**config.mk**
```make
export PLATFORM = sky130hd
export DESIGN_NAME = bitcount_unit
export DESIGN_NICKNAME = d
export VERILOG_FILES = /design/src/rtl/bitcount_unit_pkg.sv /design/src/rtl/bitcount_chunk.sv /design/src/rtl/bitcount_unit.sv
export SDC_FILE = /design/constraint.sdc
export NUM_CORES = 1
export LEC_CHECK = 0
export CAP_MARGIN = 25
export CELL_PAD_IN_SITES_DETAIL_PLACEMENT = 0
export CELL_PAD_IN_SITES_GLOBAL_PLACEMENT = 1
export CORE_AREA = 8 8 101 103
export CTS_CLUSTER_DIAMETER = 40
export DETAILED_ROUTE_END_ITERATION = 10
export DIE_AREA = 0 0 109 111
export GPL_ROUTABILITY_DRIVEN = 1
export GPL_TIMING_DRIVEN = 0
export PLACE_DENSITY = 0.81
export SLEW_MARGIN = 10
export SYNTH_ARGS = -nofsm -noshare
export SYNTH_HDL_FRONTEND = slang
export SYNTH_SLANG_ARGS = --single-unit
```
**constraint.sdc**
```tcl
create_clock -name clk -period 4.18 [get_ports clk]
set_input_delay 0.836 -clock clk [delete_from_list [all_inputs] [get_ports clk]]
set_output_delay 0.836 -clock clk [all_outputs]
set_load 0.005 [all_outputs]
```
**src/rtl/bitcount_unit_pkg.sv**
```systemverilog
// Shared types for the bit-counting coprocessor: operation modes and FSM states.
// Mode encodings match the instruction decoder's 2-bit mode field.
package bitcount_unit_pkg;

    typedef enum logic [1:0] {
        BC_POP1 = 2'b00,
        BC_POP0 = 2'b01,
        BC_CTZ  = 2'b10,
        BC_CLZ  = 2'b11
    } bc_mode_e;

    typedef enum logic [1:0] {
        IDLE = 2'b00,
        RUN  = 2'b01,
        DONE = 2'b10
    } bc_state_e;

    // CLZ is executed as CTZ on a bit-reversed operand, so both share one datapath.
    function automatic logic is_tz_mode(input bc_mode_e m);
        return (m == BC_CTZ) || (m == BC_CLZ);
    endfunction

endpackage

```
**src/rtl/bitcount_chunk.sv**
```systemverilog
// Combinational per-chunk evaluator: population count, trailing-zero count
// (CHUNK when the chunk is all zero) and a non-zero flag.
module bitcount_chunk #(
    parameter int CHUNK = 8,
    parameter int CW    = $clog2(CHUNK + 1)
) (
    input  logic [CHUNK-1:0] chunk,
    output logic [CW-1:0]    ones,
    output logic [CW-1:0]    tz,
    output logic             nz
);

    // Population count of the chunk.
    always_comb begin
        ones = '0;
        for (int i = 0; i < CHUNK; i++) begin
            ones = ones + CW'(chunk[i]);
        end
    end

    // Trailing zeros: scan from the MSB down so the lowest set bit wins.
    always_comb begin
        tz = CW'(CHUNK);
        for (int i = CHUNK - 1; i >= 0; i--) begin
            if (chunk[i]) begin
                tz = CW'(i);
            end else begin
                tz = tz;
            end
        end
    end

    // Non-zero flag marks the chunk that terminates a CTZ/CLZ scan.
    always_comb begin
        nz = |chunk;
    end

endmodule

```
**src/rtl/bitcount_unit.sv**
```systemverilog
// Multi-cycle bit-counting coprocessor: POPCNT1/POPCNT0/CTZ/CLZ over WIDTH bits,
// CHUNK bits per cycle, fixed latency WIDTH/CHUNK, start/busy/done handshake.
module bitcount_unit
    import bitcount_unit_pkg::*;
#(
    parameter int WIDTH = 32,
    parameter int CHUNK = 8,
    parameter int OUT_W = $clog2(WIDTH + 1)
) (
    input  logic             clk,
    input  logic             reset,
    input  logic             start,
    input  logic [1:0]       mode,
    input  logic [WIDTH-1:0] numin,
    output logic             busy,
    output logic             done,
    output logic [OUT_W-1:0] numout
);

    localparam int N     = WIDTH / CHUNK;
    localparam int CW    = $clog2(CHUNK + 1);
    localparam int CNT_W = (N > 1) ? $clog2(N) : 1;

    bc_state_e        state_q, state_d;
    bc_mode_e         mode_q, mode_d;
    logic [WIDTH-1:0] opnd_q, opnd_d;
    logic [CNT_W-1:0] cnt_q, cnt_d;
    logic [OUT_W-1:0] acc_q, acc_d;
    logic             found_q, found_d;
    logic [OUT_W-1:0] numout_q, numout_d;
    logic             busy_q, busy_d;
    logic             done_q, done_d;

    logic [WIDTH-1:0] rev_s;
    logic [WIDTH-1:0] load_s;
    logic [OUT_W-1:0] acc_step_s;
    logic             found_step_s;
    logic             last_s;
    logic [CW-1:0]    ch_ones_s;
    logic [CW-1:0]    ch_tz_s;
    logic             ch_nz_s;

    bitcount_chunk #(
        .CHUNK (CHUNK),
        .CW    (CW)
    ) u_chunk (
        .chunk (opnd_q[CHUNK-1:0]),
        .ones  (ch_ones_s),
        .tz    (ch_tz_s),
        .nz    (ch_nz_s)
    );

    // Bit-reversed operand for CLZ.
    always_comb begin
        rev_s = '0;
        for (int i = 0; i < WIDTH; i++) begin
            rev_s[i] = numin[WIDTH-1-i];
        end
    end

    // Operand pre-conditioning: POPCNT0 counts ones of the inverse, CLZ scans the reverse.
    always_comb begin
        load_s = numin;
        case (bc_mode_e'(mode))
            BC_POP0: load_s = ~numin;
            BC_CLZ:  load_s = rev_s;
            default: load_s = numin;
        endcase
    end

    // Accumulator/found update for the chunk currently at the bottom of the operand.
    always_comb begin
        acc_step_s   = acc_q;
        found_step_s = found_q;
        if (!is_tz_mode(mode_q)) begin
            acc_step_s = acc_q + OUT_W'(ch_ones_s);
        end else if (!found_q) begin
            acc_step_s   = acc_q + OUT_W'(ch_tz_s);
            found_step_s = ch_nz_s;
        end else begin
            acc_step_s = acc_q;
        end
    end

    // Last-chunk detect.
    always_comb begin
        last_s = (cnt_q == CNT_W'(N - 1));
    end

    // FSM next state and datapath next values.
    always_comb begin
        state_d  = state_q;
        mode_d   = mode_q;
        opnd_d   = opnd_q;
        cnt_d    = cnt_q;
        acc_d    = acc_q;
        found_d  = found_q;
        numout_d = numout_q;
        case (state_q)
            IDLE, DONE: begin
                if (start) begin
                    state_d = RUN;
                    mode_d  = bc_mode_e'(mode);
                    opnd_d  = load_s;
                    cnt_d   = '0;
                    acc_d   = '0;
                    found_d = 1'b0;
                end else begin
                    state_d = IDLE;
                end
            end
            RUN: begin
                opnd_d  = opnd_q >> CHUNK;
                cnt_d   = cnt_q + CNT_W'(1);
                acc_d   = acc_step_s;
                found_d = found_step_s;
                if (last_s) begin
                    numout_d = acc_step_s;
                    state_d  = DONE;
                end else begin
                    state_d = RUN;
                end
            end
            default: begin
                state_d = IDLE;
            end
        endcase
        busy_d = (state_d == RUN);
        done_d = (state_d == DONE);
    end

    // State and datapath registers.
    always_ff @(posedge clk or posedge reset) begin
        if (reset) begin
            state_q  <= IDLE;
            mode_q   <= BC_POP1;
            opnd_q   <= '0;
            cnt_q    <= '0;
            acc_q    <= '0;
            found_q  <= 1'b0;
            numout_q <= '0;
            busy_q   <= 1'b0;
            done_q   <= 1'b0;
        end else begin
            state_q  <= state_d;
            mode_q   <= mode_d;
            opnd_q   <= opnd_d;
            cnt_q    <= cnt_d;
            acc_q    <= acc_d;
            found_q  <= found_d;
            numout_q <= numout_d;
            busy_q   <= busy_d;
            done_q   <= done_d;
        end
    end

    assign busy   = busy_q;
    assign done   = done_q;
    assign numout = numout_q;

endmodule

```
Yosys cells after proc, flatten, opt, wreduce, memory -nomap -nowiden. Cells that the tools add are included.

Register bits: 53. Input bits: 37. Output and inout port bits: 8. Logic and storage cells: 64.

$add $sub $neg: 10. Eq/ne operators: 11. Multiplexer cells: 24. Bitwise logic cells: 1. Reduce and logical (&&, ||, !) cells: 9.

Operators with widths (number): $pmux 32 s2 (2); $mux 32 (1); $mux 4 (8); $not 32->32 (1); $add 4x1->4 (6); $mux 6 (3); $add 6x4->6 (2); $eq 2x2->1 const B (6); $pmux 6 s2 (1); $pmux 2 s2 (2); $reduce_or 8->1 (1); $eq 2x1->1 const B (3); $reduce_and 2->1 (3); $mux 1 (4); $mux 2 (2); $ne 2x2->1 const B (2); $reduce_and 3->1 (1); $add 1x1->2 (1); $add 2x1->2 const B (1); $logic_not 2->1 (1); $pmux 1 s2 (1); $reduce_bool 2->1 (1); $reduce_or 2->1 (1); $logic_or 1x1->1 (1).

Longest topological paths before layout. Gate-level depths: netlist of the first run.

Depth after elaboration: 12. Gate-level depth with buffers: 15. Gate-level depth less buffers: 15.

Hierarchy. From an unflattened synthesis of the first run, not the netlist that was laid out.

Cell total of the unflattened synthesis: 413. Area, all modules: 3489.6 sq um.

Modules (own cells, without submodules): bitcount_unit (times used 1, cells an instance 376, area each 3188.1 sq um, sequential area each 1301.2 sq um); bitcount_chunk (times used 1, cells an instance 37, area each 301.5 sq um, sequential area each 0.0 sq um).

Worst setup path before layout of the first run. No wires, ideal clock.

Path kind: reg-to-reg. Start: reg opnd_q[0]. End: reg numout_q[4] (netlist: numout[4]). Setup time: 123 ps. Arrival: 3677 ps. Required time: 4057 ps. Path slack: 380 ps. Cell stages (with the launch flop): 15. Path buffers: 0. Clock period less this slack: 3800 ps. Cells stage by stage: dfrtp_1 -> inv_1 -> ha_1 -> inv_1 -> fa_1 -> fa_1 -> fa_1 -> fa_1 -> xnor2_1 -> ha_1 -> nor2b_1 -> o211a_1 -> a211oi_2 -> xor2_1 -> o21ai_1.

Cells in the longest elaborated chain, start to end: 9. Elaborated cells on any way between the ends: 12. Classes of those cells: add/sub (9); mux (3).

Ends and longest elaborated chain: start, declared (RTL line bitcount_unit.sv:26) `logic [WIDTH-1:0] opnd_q, opnd_d;`; start signal, assigned (RTL line bitcount_unit.sv:147) `opnd_q <= opnd_d;`; $add 1x1->2 (RTL line bitcount_chunk.sv:17) `ones = ones + CW'(chunk[i]);`; $add 4x1->4 (6 in a row) (RTL line bitcount_chunk.sv:17); $add 6x4->6 (RTL line bitcount_unit.sv:76) `acc_step_s = acc_q + OUT_W'(ch_ones_s);`; $mux 6 * (RTL line bitcount_unit.sv:75) `if (!is_tz_mode(mode_q)) begin`; end signal, assigned (RTL line bitcount_unit.sv:151) `numout_q <= numout_d;`; end, declared (RTL line bitcount_unit.sv:30) `logic [OUT_W-1:0] numout_q, numout_d;`.

Mark *: on every way between the ends. The rest lies on a longest branch, timed or not. A chain may end at the register's enable or synchronous reset.

Final worst setup path of the first run. Same ends and word-level chain as after synthesis.

==> summary.md, run 1 <==
| Metric | Value |
|---|---|
| Cell count after synthesis | between 400 and 500 |
| Clock latency at the later pin of the worst-skew pair | between 300 and 400 ps |
| Arrival time worst endpoint | around 4200 ps |
| Placement Rows | 34 |
| Type of the worst setup path | flip-flop to flip-flop |
| Setup repair after global routing missed its margin | false |
| Routed via count | 3067 |
| Effective utilization at floorplan | approximately two fifths |
| Final Setup Violations | 0 |
| I/O Pins | 45 |
| First DRT Iteration DRCs | 110 |
| Number of antenna violations at the first check in global routing | 0 |
| Core region area | approximately 0.0086 mm2 |
| Die area | roughly 0.012 mm2 |
| Met2 wire length | ~4600 um |
| Synthesized area | 0.00351 mm2 |
| CP Data Required Time | 4390 ps |
| Portion of the clock cycle consumed by the worst path in the final layout | between 90% and 100% |
| Top metal layer carrying routed signals | met4 |
| Number of port buffers | 44 |
| Min setup slack post-route | 209 ps |
| DPL Wire Length | roughly 7600 um |
| Footprint of the flip-flops and latches | around 0.0013 mm2 |
| Total length of routed wires | 9360 um |
| Via count of the first global-routing pass | around 3200 |
| Clock period minus final worst setup slack | around 4000 ps |
| Final sum of negative setup slack | 0 ps |
| Worst-case setup slack after placement | roughly 53 ps |
| Pre-antenna DRT Iters | 4 |
| Filler instances | 845 |
| Routability congestion estimate from global placement | about 0.86 |
| Largest net degree at the start of global routing | 37 |
| Number of max-slew violations in the final report | 0 |
| DRC violation count after routing | 0 |
| Maximum clock path buffer count | 2 |
| Nets | 532 |
| DR WL met3 | ~360 um |
| Number of buffers inserted during clock tree synthesis | 5 |
| Via density | between 5 and 6 |
| Synth cell types | 36 |
| Max Fclk | ~250 MHz |
| Clock Pin Slew Worst Setup and Hold Paths | 100 ps |
| Maximum level of the CTS H-tree | 2 |
| Y dimension of the die | between 100 and 150 um |
| Sequential fraction of the synthesis area | around 37% |
| Static Leak | around 0.0019 uW |
| Most frequently used cell type in the post-synthesis netlist | sky130_fd_sc_hd__nand2_1 |
| Remaining global-route overflow | 0 |
| Most frequently used flop master after synthesis | sky130_fd_sc_hd__dfrtp_1 |
| Number of nets with antenna violations after routing | 0 |
| Number of antenna repair diodes | 0 |
| Root buffer selected by CTS | sky130_fd_sc_hd__clkbuf_8 |
| Worst Max-Slew Pin Slew | between 400 and 500 ps |
| Share of flip-flops with an asynchronous set or reset after synthesis | 100% |
| Worst-case vdd ir drop | about 0.46 mV |
| Cts-stage hold buffer count | 0 |
| Layout overhead on the synthesized area | 20.4% |
| Result of the run | finished clean |
| Area of the multi-input gates | roughly 0.0020 mm2 |
| CP Capture Type | flip-flop |
| Gr usage total | 16.0% |
| Critical path launch point type | flip-flop |
| Hold Vio Cnt, Final | 0 |
| Mean area per synthesized cell | between 8 and 9 um2 |
| Top area cells in the synthesized netlist | sky130_fd_sc_hd__dfrtp_1 (37%), sky130_fd_sc_hd__o211ai_1 (6.8%), sky130_fd_sc_hd__nand2_1 (6.5%) |
| CP Max Fanout | 4 |
| Fraction of final layout cells with drive strength greater than 1 | between 8 and 9% |
| Number of warnings reported in the yosys synthesis log | 0 |
| Clock net sink count | 52 |
| Worst hold path type | flip-flop to flip-flop |
| Wirelength per Cell | approximately 16 um |
| Clock tree from TritonCTS | done |
| Cell taking the most area after synthesis | sky130_fd_sc_hd__dfrtp_1 |
| Number of max-capacitance violations reported | 0 |
| Number of flops mapped to enable cells by yosys | 0 |
| Inst Count DP | approximately 580 |
| Power density over the cells | ~800 mW/mm2 |
| Wire length on met1 | approximately 4200 um |
| Utilization of the core after routing | about half |
| Number of storage elements in the synthesis netlist | 52 |
| Synth top area share | 37.1% |
| Die Span X | roughly 110 um |
| Synthesized netlist net count | around 480 |
| Wire length of the first global-routing pass | around 16000 um |
| Top cells by instance count after synthesis | sky130_fd_sc_hd__nand2_1 (61), sky130_fd_sc_hd__dfrtp_1 (52), sky130_fd_sc_hd__nor2_1 (34) |
| Normalized max-slew margin | 66.7% |
| Final Instance Count excl. Fillers | roughly 600 |
| Max Clock Skew | ~13 ps |
[layout by cell type, fill, tap and decap left out, types with 6 or more instances in the layout]
cell,n
sky130_fd_sc_hd__nand2_1,61
sky130_fd_sc_hd__nand3_1,11
sky130_fd_sc_hd__buf_2,19
sky130_fd_sc_hd__clkdlybuf4s50_1,44
sky130_fd_sc_hd__o21ai_0,28
sky130_fd_sc_hd__nand2b_1,32
sky130_fd_sc_hd__a31oi_1,16
sky130_fd_sc_hd__fa_1,6
sky130_fd_sc_hd__mux2i_1,16
sky130_fd_sc_hd__clkbuf_1,11
sky130_fd_sc_hd__o211ai_1,32
sky130_fd_sc_hd__ha_1,13
sky130_fd_sc_hd__nor2_1,34
sky130_fd_sc_hd__inv_1,28
sky130_fd_sc_hd__a21oi_1,24
sky130_fd_sc_hd__dfrtp_1,51
[state kept, by name (all words and copies together) (netlist names)]
| signal | count |
|---|---|
| busy | 1 |
| acc_q | 6 |
| found_q | 1 |
| state_q | 2 |
| cnt_q | 2 |
| done | 1 |
| opnd_q | 32 |
| mode_q | 1 |
| numout | 6 |
[area by class of cell]
| type | instances | area share, % |
|---|---|---|
| Multi-Input combinational cell | 309 | 46.4 |
| Buffer | 32 | 3.67 |
| Tap cell | 108 | 3.20 |
| Clock inverter | 2 | 0.385 |
| Timing Repair Buffer | 47 | 11.2 |
| Sequential cell | 52 | 30.8 |
| Clock buffer | 6 | 1.72 |
| Inverter | 29 | 2.57 |
[metrics by stage]
stage	total power [uW]	area, um2	hold WS, ps
after floorplan	2420	3510	450
after global placement	2940	4090	461
after detailed placement	3040	4110	467
after CTS	3330	4200	489
after global routing	3800	4230	518
final	3390	4230	487
[cells by family after synthesis]
group                    Yosys count  synth area share [%]
flip-flops                        52                  37.1
adder cells (fa/ha/maj)           19                  8.05
buffers and inverters             61                  7.52
XOR/XNOR                           6                  1.50
AO/OA/AOI/OAI                    122                  22.3
AND/OR/NAND/NOR                  146                  19.0
multiplexers                      16                  4.56
[power by group]
| part | internal [uW] | switching, uW |
|---|---|---|
| logic | 946 | 1270 |
| registers | 734 | 149 |
| clock network | 120 | 174 |
[repair_timing]
item                       CTS  global route
setup buffers                0             2
gates resized for setup      0             5
setup endpoints to repair    0             6
[final timing paths]
check                           start         end  slack [ps]  cells past startpoint
min                        opnd_q[30]  opnd_q[22]         490                      2
max reg2reg                 opnd_q[0]   numout[4]         210                     14
min in group asynchronous       reset   numout[1]         810                      2
max                         opnd_q[0]   numout[4]         210                     14
max in group asynchronous       reset   opnd_q[0]        2820                      3
min reg2reg                opnd_q[30]  opnd_q[22]         490                      2
[critical path, cell delays in order, from the launching register on]
cell,delay [ps]
sky130_fd_sc_hd__dfrtp_2,410
sky130_fd_sc_hd__inv_1,60
sky130_fd_sc_hd__ha_1,230
sky130_fd_sc_hd__inv_1,80
sky130_fd_sc_hd__fa_1,430
sky130_fd_sc_hd__fa_1,460
sky130_fd_sc_hd__fa_1,420
sky130_fd_sc_hd__fa_1,400
sky130_fd_sc_hd__xnor2_1,150
sky130_fd_sc_hd__ha_1,330
sky130_fd_sc_hd__nor2b_1,150
sky130_fd_sc_hd__o211a_1,230
sky130_fd_sc_hd__a211oi_4,250
sky130_fd_sc_hd__xor2_1,210
sky130_fd_sc_hd__o21ai_1,80
[metal layers]
metal  global-route usage, %  vias up
li1                        -     1556
met1                    19.5     1428
met2                    27.5       72
met3                    2.56       11
met4                    5.11        0
met5                       0        -
(Power assumes the default switching activity.)
==> inputs of run 2 (changes only) <==
Settings changed: CORE_AREA 8 8 101 103 to 2 2 95 97, DIE_AREA 0 0 109 111 to 0 0 97 99.
==> run 2 against run 1 <==
- first-iteration DRC count rose by 40%
- maximum frequency fell by 0.54%
- utilization rose by 0.18 points
- cell area rose by 0.35%
- clock skew fell by 1.6 ps
- power rose by 2.7%
- largest cell class unchanged
==> summary.md, run 2 (same netlist as run 1, synthesis figures left out) <==
| Metric | Value |
|---|---|
| Stage delay of the slowest cell on the critical path | about 500 ps |
| DPL Wire Length | around 7400 um |
| Effective utilization at floorplan | 41.1% |
| Final sum of negative setup slack | 0 ps |
| Die area | a little under 0.01 mm2 |
| Top library cells by usage in the layout, fill and taps aside | sky130_fd_sc_hd__nand2_1 (61), sky130_fd_sc_hd__dfrtp_1 (50), sky130_fd_sc_hd__clkdlybuf4s50_1 (44) |
| Source of the worst hold timing path | numout[3] |
| Routability congestion estimate from global placement | around 0.84 |
| Largest net degree at the start of global routing | 38 |
| Worst R2R Path Depth | 14 |
| Final instance area | 0.00424 mm2 |
| Core region area | approximately 0.0086 mm2 |
| Wirelength per Cell | roughly 16 um |
| Wire length of the first global-routing pass | about 15000 um |
| Clock net sink count | 52 |
| CP Max Fanout | 5 |
| Sink of the worst hold path | numout[3] |
| DRC violation count after routing | 0 |
| Max Clock Skew | 11.1 ps |
| CP Data Required Time | about 4400 ps |
| Most common cell type on the critical path | sky130_fd_sc_hd__fa_1 |
| Clock latency at the later pin of the worst-skew pair | ~310 ps |
| Ordered cell list for the critical path | inv_1, ha_1, inv_1, fa_1, fa_1, fa_1, fa_2, xnor2_2, ha_1, nor2b_1, o211a_1, a211oi_4, xor2_1, o21ai_1 |
| Cell type of the slowest stage on the worst timing path | sky130_fd_sc_hd__fa_1 |
| Result of the run | finished clean |
| Final Setup Violations | 0 |
| Area of the multi-input gates | a little under 0.002 mm2 |
| Switching power share of the total | between 40% and 50% |
| Placement Rows | 34 |
| Clock Pin Slew Worst Setup and Hold Paths | around 100 ps |
| Number of max-slew violations in the final report | 0 |
| Reg with most FFs | opnd_q |
| Flip-flop count of the largest register after layout | 32 |
| Gr usage total | around a fifth |
| Portion of the clock cycle consumed by the worst path in the final layout | between 90% and 100% |
| Number of buffers inserted during clock tree synthesis | 5 |
| Critical path launch point type | flip-flop |
| Number of antenna repair diodes | 0 |
| Via count of the first global-routing pass | just over 3000 |
| Internal | 1880 uW |
| I/O Pins | between 40 and 50 |
| Wire length on met1 | between 4000 and 5000 um |
| Number of max-capacitance violations reported | 0 |
| Layout overhead on the synthesized area | 20.8% |
| Type of the worst setup path | flip-flop to flip-flop |
| Setup slack, reg-to-reg | roughly 190 ps |
| Root buffer selected by CTS | sky130_fd_sc_hd__clkbuf_8 |
| Pre-antenna DRT Iters | 4 |
| Static Leak | 0.00189 uW |
| Number of nets with antenna violations after routing | 0 |
| Worst hold path type | flip-flop to flip-flop |
| Leading cell type in the layout, fill and taps excluded | sky130_fd_sc_hd__nand2_1 |
| Normalized max-slew margin | 66.9% |
| Worst Max-Slew Pin Slew | just under 500 ps |
| Die Span X | around 97 um |
| DR WL met3 | about 260 um |
| Via density | ~5.4 |
| Clock tree from TritonCTS | done |
| Max Fclk | between 200 and 300 MHz |
| Maximum clock path buffer count | 2 |
| Worst-case vdd ir drop | 0.290 mV |
| Power density over the cells | between 800 and 900 mW/mm2 |
| Depth of the worst hold-timing path | 2 |
| Filler instances | approximately 860 |
| Maximum level of the CTS H-tree | 2 |
| Remaining global-route overflow | 0 |
| Fraction of final layout cells with drive strength greater than 1 | around 8.6% |
| Switching power | between 1500 and 2000 uW |
| Reg2Reg Capture Point | numout[4] |
| CP Capture Type | flip-flop |
| Clock period minus final worst setup slack | between 3000 and 4000 ps |
| Hold Vio Cnt, Final | 0 |
| Footprint of the flip-flops and latches | approximately 0.0013 mm2 |
| Relative contribution of sequential cells to total power | approximately a quarter |
| Top metal layer carrying routed signals | met4 |
| Nets | 530 |
| First DRT Iteration DRCs | about 150 |
| Worst flop-to-flop path startpoint | opnd_q[0] |
| Gate power share | between 60 and 70% |
| Setup repair after global routing missed its margin | false |
| Met2 wire length | roughly 4500 um |
| Number of setup buffers added after CTS | 0 |
| Routed via count | about 3200 |
| Arrival time worst endpoint | between 4000 and 5000 ps |
| Portion of total power attributed to the clock network | around 10% |
| Number of port buffers | 44 |
| Y dimension of the die | approximately 99 um |
| Instance area after placement | approximately 0.004 mm2 |
| Total length of routed wires | roughly 9000 um |
| Number of antenna violations at the first check in global routing | 0 |
-- run 2: routing by layer --
metal | track usage [%] | up-vias
met3 | 2.91 | 12
met2 | 34.1 | 78
li1 | - | 1547
met1 | 25.5 | 1516
met4 | 6.39 | 0
met5 | 0 | -
-- run 2: how the worst max path moves through the flow --
stage	slack, ps	start	to
global placement	80	opnd_q[1]	numout[4]
floorplan	380	opnd_q[0]	numout[4]
CTS	40	opnd_q[1]	numout[4]
detailed placement	30	opnd_q[1]	numout[4]
finish	190	opnd_q[0]	numout[4]
global route	30	opnd_q[1]	numout[3]
-- run 2: power groups by stage --
stage                     Sequential, uW  Combinational [uW]  Clock, uW
after floorplan                      860                1560          0
after global placement               893                2070          0
after detailed placement             901                2150          0
after CTS                            892                2160        360
after global routing                 922                2570        383
final                                893                2230        354
-- run 2: repair_timing --
item | CTS | global route
hold buffers | 0 | 0
gates resized for setup | 0 | 8
endpoints found under the setup margin | 0 | 6
-- run 2: layout make-up --
class,count,share of cell area (%)
multi-input cells,309,46.4
flip-flops and latches,52,30.7
repair buffers,45,10.8
plain buffers,32,3.66
well taps,108,3.18
inverters,29,2.56
clock buffers,6,1.71
clock inverters,2,0.914
-- run 2: through the flow --
stage                     hold WS, ps  cells  total power, uW  utilization, %  worst slack [ps]
after detailed placement          472    575             3050            48.0              32.3
final                             490    583             3480            49.6               187
after floorplan                   450    422             2420               -               380
after global routing              515    583             3880            49.6              30.1
after global placement            460    574             2960            47.8              82.9
after CTS                         495    583             3410            49.3              39.3
-- run 2: worst max-delay path: cells and delay by family, from the launching register on --
family                   cells  cell delay [ps]
buffers and inverters        2              100
AO/OA/AOI/OAI                3              540
flip-flops                   1              420
XOR/XNOR                     2              340
AND/OR/NAND/NOR              1              150
adder cells (fa/ha/maj)      6             2350
